$ cat src/rtl/lcd_text_feeder.sv
// Character buffer for the SC1602 LCD path: host writes land in a ROWS x COLS buffer,
// which is streamed to the driver once per refresh period over a valid/ready handshake.
module lcd_text_feeder #(
   parameter int          CLK_HZ     = 27_000_000,
   parameter int          REFRESH_HZ = 10,
   parameter int          COLS       = 16,
   parameter int          ROWS       = 2,
   parameter logic [7:0]  FILL_CHAR  = 8'h20,
   localparam int         N          = ROWS * COLS,
   localparam int         AW         = (N > 1) ? $clog2(N) : 1
) (
   input  logic          sys_clk,
   input  logic          sys_rst_n,
   input  logic          wr_en,
   input  logic [AW-1:0] wr_addr,
   input  logic [7:0]    wr_data,
   output logic          wr_ready,
   input  logic          clear_req,
   input  logic          force_refresh,
   output logic          out_valid,
   input  logic          out_ready,
   output logic [AW-1:0] out_addr,
   output logic [7:0]    out_data,
   output logic          out_row_start,
   output logic          busy,
   output logic          overrun
);

   localparam int TICK = CLK_HZ / REFRESH_HZ;
   localparam int TW   = (TICK > 1) ? $clog2(TICK) : 1;
   localparam int CW   = (COLS > 1) ? $clog2(COLS) : 1;

   typedef enum logic [1:0] {S_CLEAR, S_IDLE, S_SEND} state_t;

   state_t        state;
   logic [7:0]    mem [N];
   logic [TW-1:0] tick_cnt;
   logic          tick;
   logic [AW-1:0] idx;
   logic [AW-1:0] next_idx;
   logic [CW-1:0] col;
   logic [CW-1:0] next_col;
   logic          last;
   logic          clear_pend;
   logic          wr_hit;

   assign tick     = (tick_cnt == TW'(TICK - 1));
   assign next_idx = idx + AW'(1);
   assign next_col = (col == CW'(COLS - 1)) ? '0 : col + CW'(1);
   assign last     = (idx == AW'(N - 1));
   assign wr_hit   = wr_en & wr_ready & (int'(wr_addr) < N);

   always_ff @(posedge sys_clk or negedge sys_rst_n) begin
      if (!sys_rst_n)                    tick_cnt <= '0;
      else if (tick)                     tick_cnt <= '0;
      else                               tick_cnt <= tick_cnt + TW'(1);
   end

   // NOTE: the character array has no reset; the CLEAR state fills it after every
   // reset, which keeps it mappable onto plain RAM.
   always_ff @(posedge sys_clk) begin
      if (state == S_CLEAR)              mem[idx]     <= FILL_CHAR;
      else if (wr_hit)                   mem[wr_addr] <= wr_data;
   end

   // idx doubles as the fill pointer in CLEAR and the read pointer in SEND.
   always_ff @(posedge sys_clk or negedge sys_rst_n) begin
      if (!sys_rst_n) begin
         state         <= S_CLEAR;
         idx           <= '0;
         col           <= '0;
         clear_pend    <= 1'b0;
         out_valid     <= 1'b0;
         out_addr      <= '0;
         out_data      <= FILL_CHAR;
         out_row_start <= 1'b0;
         overrun       <= 1'b0;
         wr_ready      <= 1'b0;
         busy          <= 1'b1;
      end else begin
         overrun <= tick & (state != S_IDLE);
         case (state)
            S_CLEAR: begin
               if (last) begin
                  state    <= S_IDLE;
                  idx      <= '0;
                  wr_ready <= 1'b1;
                  busy     <= 1'b0;
               end else begin
                  idx <= next_idx;
               end
            end
            S_IDLE: begin
               if (clear_req | clear_pend) begin
                  state      <= S_CLEAR;
                  idx        <= '0;
                  clear_pend <= 1'b0;
                  wr_ready   <= 1'b0;
                  busy       <= 1'b1;
               end else if (tick | force_refresh) begin
                  state         <= S_SEND;
                  idx           <= '0;
                  col           <= '0;
                  out_valid     <= 1'b1;
                  out_addr      <= '0;
                  out_data      <= mem[0];
                  out_row_start <= 1'b1;
                  busy          <= 1'b1;
               end
            end
            S_SEND: begin
               if (clear_req) clear_pend <= 1'b1;
               if (out_ready) begin
                  if (last) begin
                     state         <= S_IDLE;
                     idx           <= '0;
                     out_valid     <= 1'b0;
                     out_row_start <= 1'b0;
                     busy          <= 1'b0;
                  end else begin
                     idx           <= next_idx;
                     col           <= next_col;
                     out_addr      <= next_idx;
                     out_data      <= mem[next_idx];
                     out_row_start <= (next_col == '0);
                  end
               end
            end
            default: state <= S_IDLE;
         endcase
      end
   end

endmodule

$ cat config.mk
export PLATFORM = sky130hd
export DESIGN_NAME = lcd_text_feeder
export DESIGN_NICKNAME = d
export VERILOG_FILES = /design/src/rtl/lcd_text_feeder.sv
export SDC_FILE = /design/constraint.sdc
export NUM_CORES = 1
export LEC_CHECK = 0
export ABC_AREA = 1
export BUFFER_PORTS_ARGS = -buffer_cell sky130_fd_sc_hd__buf_2
export CAP_MARGIN = 10
export CORE_MARGIN = 2
export CORE_UTILIZATION = 45
export CTS_CLUSTER_SIZE = 40
export DETAILED_ROUTE_END_ITERATION = 10
export PLACE_DENSITY = 0.7
export SLEW_MARGIN = 20
export SYNTH_ARGS = -nofsm -noshare
export SYNTH_HDL_FRONTEND = slang
export SYNTH_SLANG_ARGS = --single-unit
$ cat constraint.sdc
create_clock -name sys_clk -period 3.55 [get_ports sys_clk]
set_clock_uncertainty 0.1 [all_clocks]
set_input_delay 0.71 -clock sys_clk [delete_from_list [all_inputs] [get_ports sys_clk]]
set_output_delay 0.71 -clock sys_clk [all_outputs]
set_load 0.03 [all_outputs]
# Word level (Yosys, flattened, before mapping)
# Memory sizes are Yosys's and may differ from the RTL's.
# Index checks and enable logic that the tools add are counted.
[word_totals]
reg_bits = 52
mem_bits_rw = 256
out_inout_bits = 18
memories = 1
[mem_list]
columns = ["name", "words", "width", "rd", "rd_ports_with_merged_regs", "wr", "line_no", "text"]
rows = [
  ["mem", 32, 8, 2, 0, 1, "36", "logic [7:0] mem [N];"],
]
[op_classes]
add_sub_neg = 3
n_eq_ne = 15
muxes = 51
bitwise = 4
reduce_logical = 13
[op_table]
columns = ["operator", "n"]
rows = [
  ["5-bit 2-to-1 mux", 8],
  ["8-bit 2-to-1 mux", 5],
  ["22-bit by 1-bit adder with 22-bit output, second input constant", 1],
  ["22-bit equality test, second input constant", 1],
  ["22-bit 2-to-1 mux", 1],
  ["4-bit 2-to-1 mux", 5],
  ["1-bit 2-to-1 mux", 18],
  ["2-bit != test, second input constant", 8],
  ["8-bit case mux with 2 select lines", 1],
  ["5-bit case mux with 3 select lines", 1],
  ["5-bit case mux with 2 select lines", 1],
  ["5-bit AND reduction", 2],
  ["3-bit AND reduction", 3],
  ["2-bit 2-to-1 mux", 4],
  ["1-bit case mux with 2 select lines", 4],
  ["4-bit case mux with 2 select lines", 1],
  ["8-bit OR reduction", 1],
  ["2-bit case mux with 3 select lines", 1],
  ["5-bit by 1-bit adder with 5-bit output, second input constant", 1],
  ["5-bit equality test, second input constant", 1],
  ["4-bit by 1-bit adder with 4-bit output, second input constant", 1],
  ["4-bit equality test, second input constant", 1],
  ["4-bit logical NOT", 1],
  ["4-bit AND reduction", 1],
  ["11 further kinds", 14],
]

# Logic depth before layout (Yosys ltp)
[logic_depth]
word_depth = 6
depth_mapped = 14
ltp_nobuf = 12

# Worst setup path before layout
# OpenSTA, ideal clock, no wires.
[synth_path]
path_type = "input to register"
startpoint = "in wr_en"
endpoint = "mem mem[0][0], enable pin"
setup_ps = 370
arrival_ps = 1986
slack_ps = 1094
path_stages = 8
cell_sequence = "nand2_1 -> nor2_1 -> inv_1 -> o21ai_0 -> inv_1 -> nor2_1 -> nand2_1 -> nor2_1"
[synth_via]
elab_chain_cells = 6
word_cells_on_any_way = 7
cone_classes = "mux: 5; bitwise: 1; reduce/logical: 1"
[synth_rtl]
columns = ["element", "line_no", "text"]
rows = [
  ["start, declared", "14", "input logic wr_en,"],
  ["1-bit AND (*)", "51", "assign wr_hit = wr_en & wr_ready & (int'(wr_addr) < N);"],
  ["1-bit 2-to-1 mux (*)", "63", "else if (wr_hit) mem[wr_addr] <= wr_data;"],
  ["1-bit 2-to-1 mux (*)", "62", "if (state == S_CLEAR) mem[idx] <= FILL_CHAR;"],
  ["1-bit 2-to-1 mux (not written as such) (*)", "63", ""],
  ["8-bit OR reduction (no line)", "--", ""],
  ["5-bit 2-to-1 mux (no line) / 1-bit 2-to-1 mux (equally long branches)", "--", ""],
  ["end, declared", "36", ""],
]
# Mark *: on every way between the ends. The rest lies on a longest branch, timed or not.

# Worst setup path after layout
[layout_path]
startpoint = "reg state[1]"
endpoint = "mem mem[15][6], enable pin"
[layout_via]
elab_chain_cells = 5
word_cells_on_any_way = 8
cone_classes = "mux: 6; reduce/logical: 2"
[layout_rtl]
columns = ["element", "line_no", "text"]
rows = [
  ["start, declared", "35", "state_t state;"],
  ["start signal, assigned", "69", "state <= S_CLEAR;"],
  ["start signal, assigned", "85", "state <= S_IDLE;"],
  ["start signal, assigned", "95", "state <= S_CLEAR;"],
  ["2-bit logical NOT (*)", "62", ""],
  ["1-bit 2-to-1 mux", "62", ""],
  ["1-bit 2-to-1 mux (not written as such)", "63", ""],
  ["8-bit OR reduction (no line)", "--", ""],
  ["5-bit 2-to-1 mux (no line) / 1-bit 2-to-1 mux (equally long branches)", "--", ""],
]
# Marked as above.

==> results_dict.tcl <==
set metrics [dict create \
    status "completed" \
    fin_crit_ns 3.03 \
    drive_gt1_share_pct 10.6 \
    fmax_mhz 330 \
    total_power_w 0.0130 \
    worst-setup-path-type "reg -> reg" \
    cp.arrival_ns 3.12 \
    worst-r2r-setup-slack_ns 0.52 \
    core_area_mm2 0.0307 \
    power_switching_w 0.00533 \
    gp_congestion 0.894 \
    final_area_mm2 0.0159 \
    postSynthNetCount 1524 \
    cts_sinks 308 \
    antenna_cells 0 \
    syn_area_per_cell_um2 9.38 \
    place_hpwl_um 21200 \
    p_comb_share_pct 41.5 \
    maxCapViolations 0 \
    drc 0 \
    crit-reg2reg-launch "state[1]$_DFFE_PN0P_" \
    cts_setup_buffers 0 \
    worstSetupEndpointType "flip-flop" \
    worstSkewPairLatency_ns 0.56 \
    drt_iter0_markers 1047 \
    power_frac_seq_pct 34.7 \
    dp_cells 1931 \
    clock_path_buffers 3 \
    via_count 10100 \
    syn2layout_area_growth_pct 13.2 \
    avgRoutedWirePerCell_um 16.8 \
    yosysSeqAreaShare_pct 63.9 \
    cts-buffers-inserted 31 \
    io_pins 37 \
    antenna_found_initial 0 \
    final_cells 1988 \
    grt_pass1_wl_um 53500 \
    period_share_pct 85.3 \
    postPlaceCellArea_mm2 0.0150 \
    ctsResizeCount 0 \
    avgViaCountPerCell 5.08 \
    clockPowerShare_pct 23.8 \
    ys_ff_latch 308 \
    ys_warn_count 0 \
    final_common_cell "nand2_1" \
    clkTransAtPathRegs_ns 0.06 \
    worst_slew_pin_slew_ns 0.704 \
    fin_nets 1592 \
    power_density_mw_per_mm2 816 \
    crit_path_max_fanout 15 \
    port_buffers 36 \
    initial_core_util_pct 45.9 \
    grt_usage_pct 20.7 \
    finalSetupViolCount 0 \
    die-area_mm2 0.0327 \
    max_slew_margin_pct 52.9 \
    cp-start-kind "flip-flop" \
    h-tree-depth 1 \
    ys_types 34 \
    num_rows 64 \
    final-hold-violation-count 0 \
    final_cell_mix "499 x nand2_1, 256 x edfxtp_1, 230 x inv_1" \
    setup_tns_ns 0 \
    cts_tree "done" \
    reg2reg_depth 8 \
    ir_worst_vdd_uv 591 \
    postRouteAntennaNets 0 \
    hold_buffers 0 \
    synthCells 1500 \
    netSwitchingFraction_pct 41.0 \
    p_int_w 0.00766 \
    wl_um 33400 \
    r2r_end "mem[15][6]$_DFFE_PP_" \
    synthesis.area_mm2 0.0141 \
    firstDrtPassIters 5 \
    dieHeight_um 181 \
    hold_path.class "in -> async" \
    grt_max_degree 130 \
    dieWidth_um 181 \
    leakagePower_nw 7.13 \
    required_ns 3.64 \
    finalMaxSlewViolations 0 \
    grt_overflow 0 \
    rsz0062_at_grt "no" \
    cp-endpoint "mem[15][6]$_DFFE_PP_" \
    cts-root-buf "clkbuf_16" \
    first_global_vias 9995 \
    crit_start "state[1]$_DFFE_PN0P_" \
]
[through the flow]
step	hold slack (ns)	utilization, %	setup slack (ns)
2_1_floorplan	0.314	-	1.09
3_3_place_gp	0.349	48.8	0.352
3_5_place_dp	0.358	48.8	0.264
4_1_cts	0.0900	51.9	0.521
5_1_grt	0.116	51.9	0.322
6_report	0.0800	51.9	0.522
[cell usage after synthesis]
master | n | area share [%]
nor4_1 | 3 | 0.13
or2_2 | 6 | 0.27
ha_1 | 5 | 0.44
a31oi_1 | 2 | 0.089
nand3_4 | 2 | 0.25
clkbuf_2 | 1 | 0.036
buf_6 | 1 | 0.080
nand2_1 | 499 | 13
nor2_2 | 1 | 0.044
nor2_1 | 111 | 3.0
buf_1 | 2 | 0.053
o21ai_0 | 16 | 0.57
buf_4 | 2 | 0.11
o21a_1 | 1 | 0.053
a211oi_1 | 1 | 0.053
nand2_2 | 3 | 0.13
xor2_2 | 3 | 0.35
edfxtp_1 | 256 | 55
inv_1 | 232 | 6.2
clkbuf_1 | 24 | 0.64
xor2_1 | 5 | 0.31
inv_2 | 1 | 0.027
dfrtp_1 | 50 | 8.9
a21oi_1 | 11 | 0.39
nand3_2 | 1 | 0.071
o21ai_2 | 1 | 0.062
xnor2_1 | 4 | 0.25
o21ai_1 | 9 | 0.32
dfstp_2 | 2 | 0.37
nand3_1 | 195 | 6.9
nor2_4 | 1 | 0.080
nand4_1 | 16 | 0.71
nor3_1 | 7 | 0.25
buf_2 | 26 | 0.92
[how the worst min path moves through the flow]
stage	from	end	slack [ns]
after floorplan	sys_rst_n	clear_pend$_DFFE_PN0P_	0.31
after global placement	tick_cnt[0]$_DFF_PN0_	tick_cnt[0]$_DFF_PN0_	0.35
after detailed placement	tick_cnt[0]$_DFF_PN0_	tick_cnt[0]$_DFF_PN0_	0.36
after CTS	sys_rst_n	tick_cnt[7]$_DFF_PN0_	0.09
after global routing	sys_rst_n	tick_cnt[7]$_DFF_PN0_	0.12
final	sys_rst_n	tick_cnt[12]$_DFF_PN0_	0.08
[area by class of cell]
class	count	area, um^2
clock buffer	42	867
timing repair buffer	91	618
tap	396	495
sequential	308	8990
multi-input combinational	903	3970
fill	2708	14700
inverter	233	876
clock inverter	15	100
[power by group through the flow]
stage | Sequential (W) | Combinational [W] | Clock (W)
after floorplan | 0.00466 | 0.00356 | 0
after global placement | 0.00457 | 0.00527 | 0
after detailed placement | 0.00458 | 0.00532 | 0
after CTS | 0.00451 | 0.00535 | 0.00313
after global routing | 0.00454 | 0.00599 | 0.00328
final | 0.00451 | 0.00540 | 0.00309
[critical path: stages (launching register included)]
cell     delay [ns]
dfrtp_1        0.44
nor2_1         0.19
nor2_1         0.13
inv_1          0.49
o21ai_0        0.28
inv_1          0.13
nand3_1        0.13
buf_4          0.21
nor2_1         0.56
[per-layer routing]
metal,share of wire (%),vias to the layer above,routed length (um),global-route usage (%)
met5,0,-,0,0
met4,2.9,0,955,6.39
met3,6.7,68,2250,3.14
met2,48,332,16000,34.7
met1,43,4743,14200,28.0
li1,-,4948,-,-
[cells by family (layout without fill, tap and decap cells)]
family | after synthesis | in the layout | share of synthesized area [%]
buffers and inverters | 289 | 381 | 8.06
adders and majority gates | 5 | 5 | 0.445
AOI/OAI and AO/OA | 41 | 41 | 1.54
and+or+nand+nor | 845 | 845 | 25.1
DFF | 308 | 308 | 63.9
xor gates and xnor gates | 12 | 12 | 0.907
[state kept, by name (all words and copies together) (netlist names)]
register and cells:
busy 1, clear_pend 1, col 4, idx 5, mem 256, out_addr 5
out_data 8, out_row_start 1, out_valid 1, overrun 1, state 2, tick_cnt 22
wr_ready 1
Power figures use the tool's default switching activity.
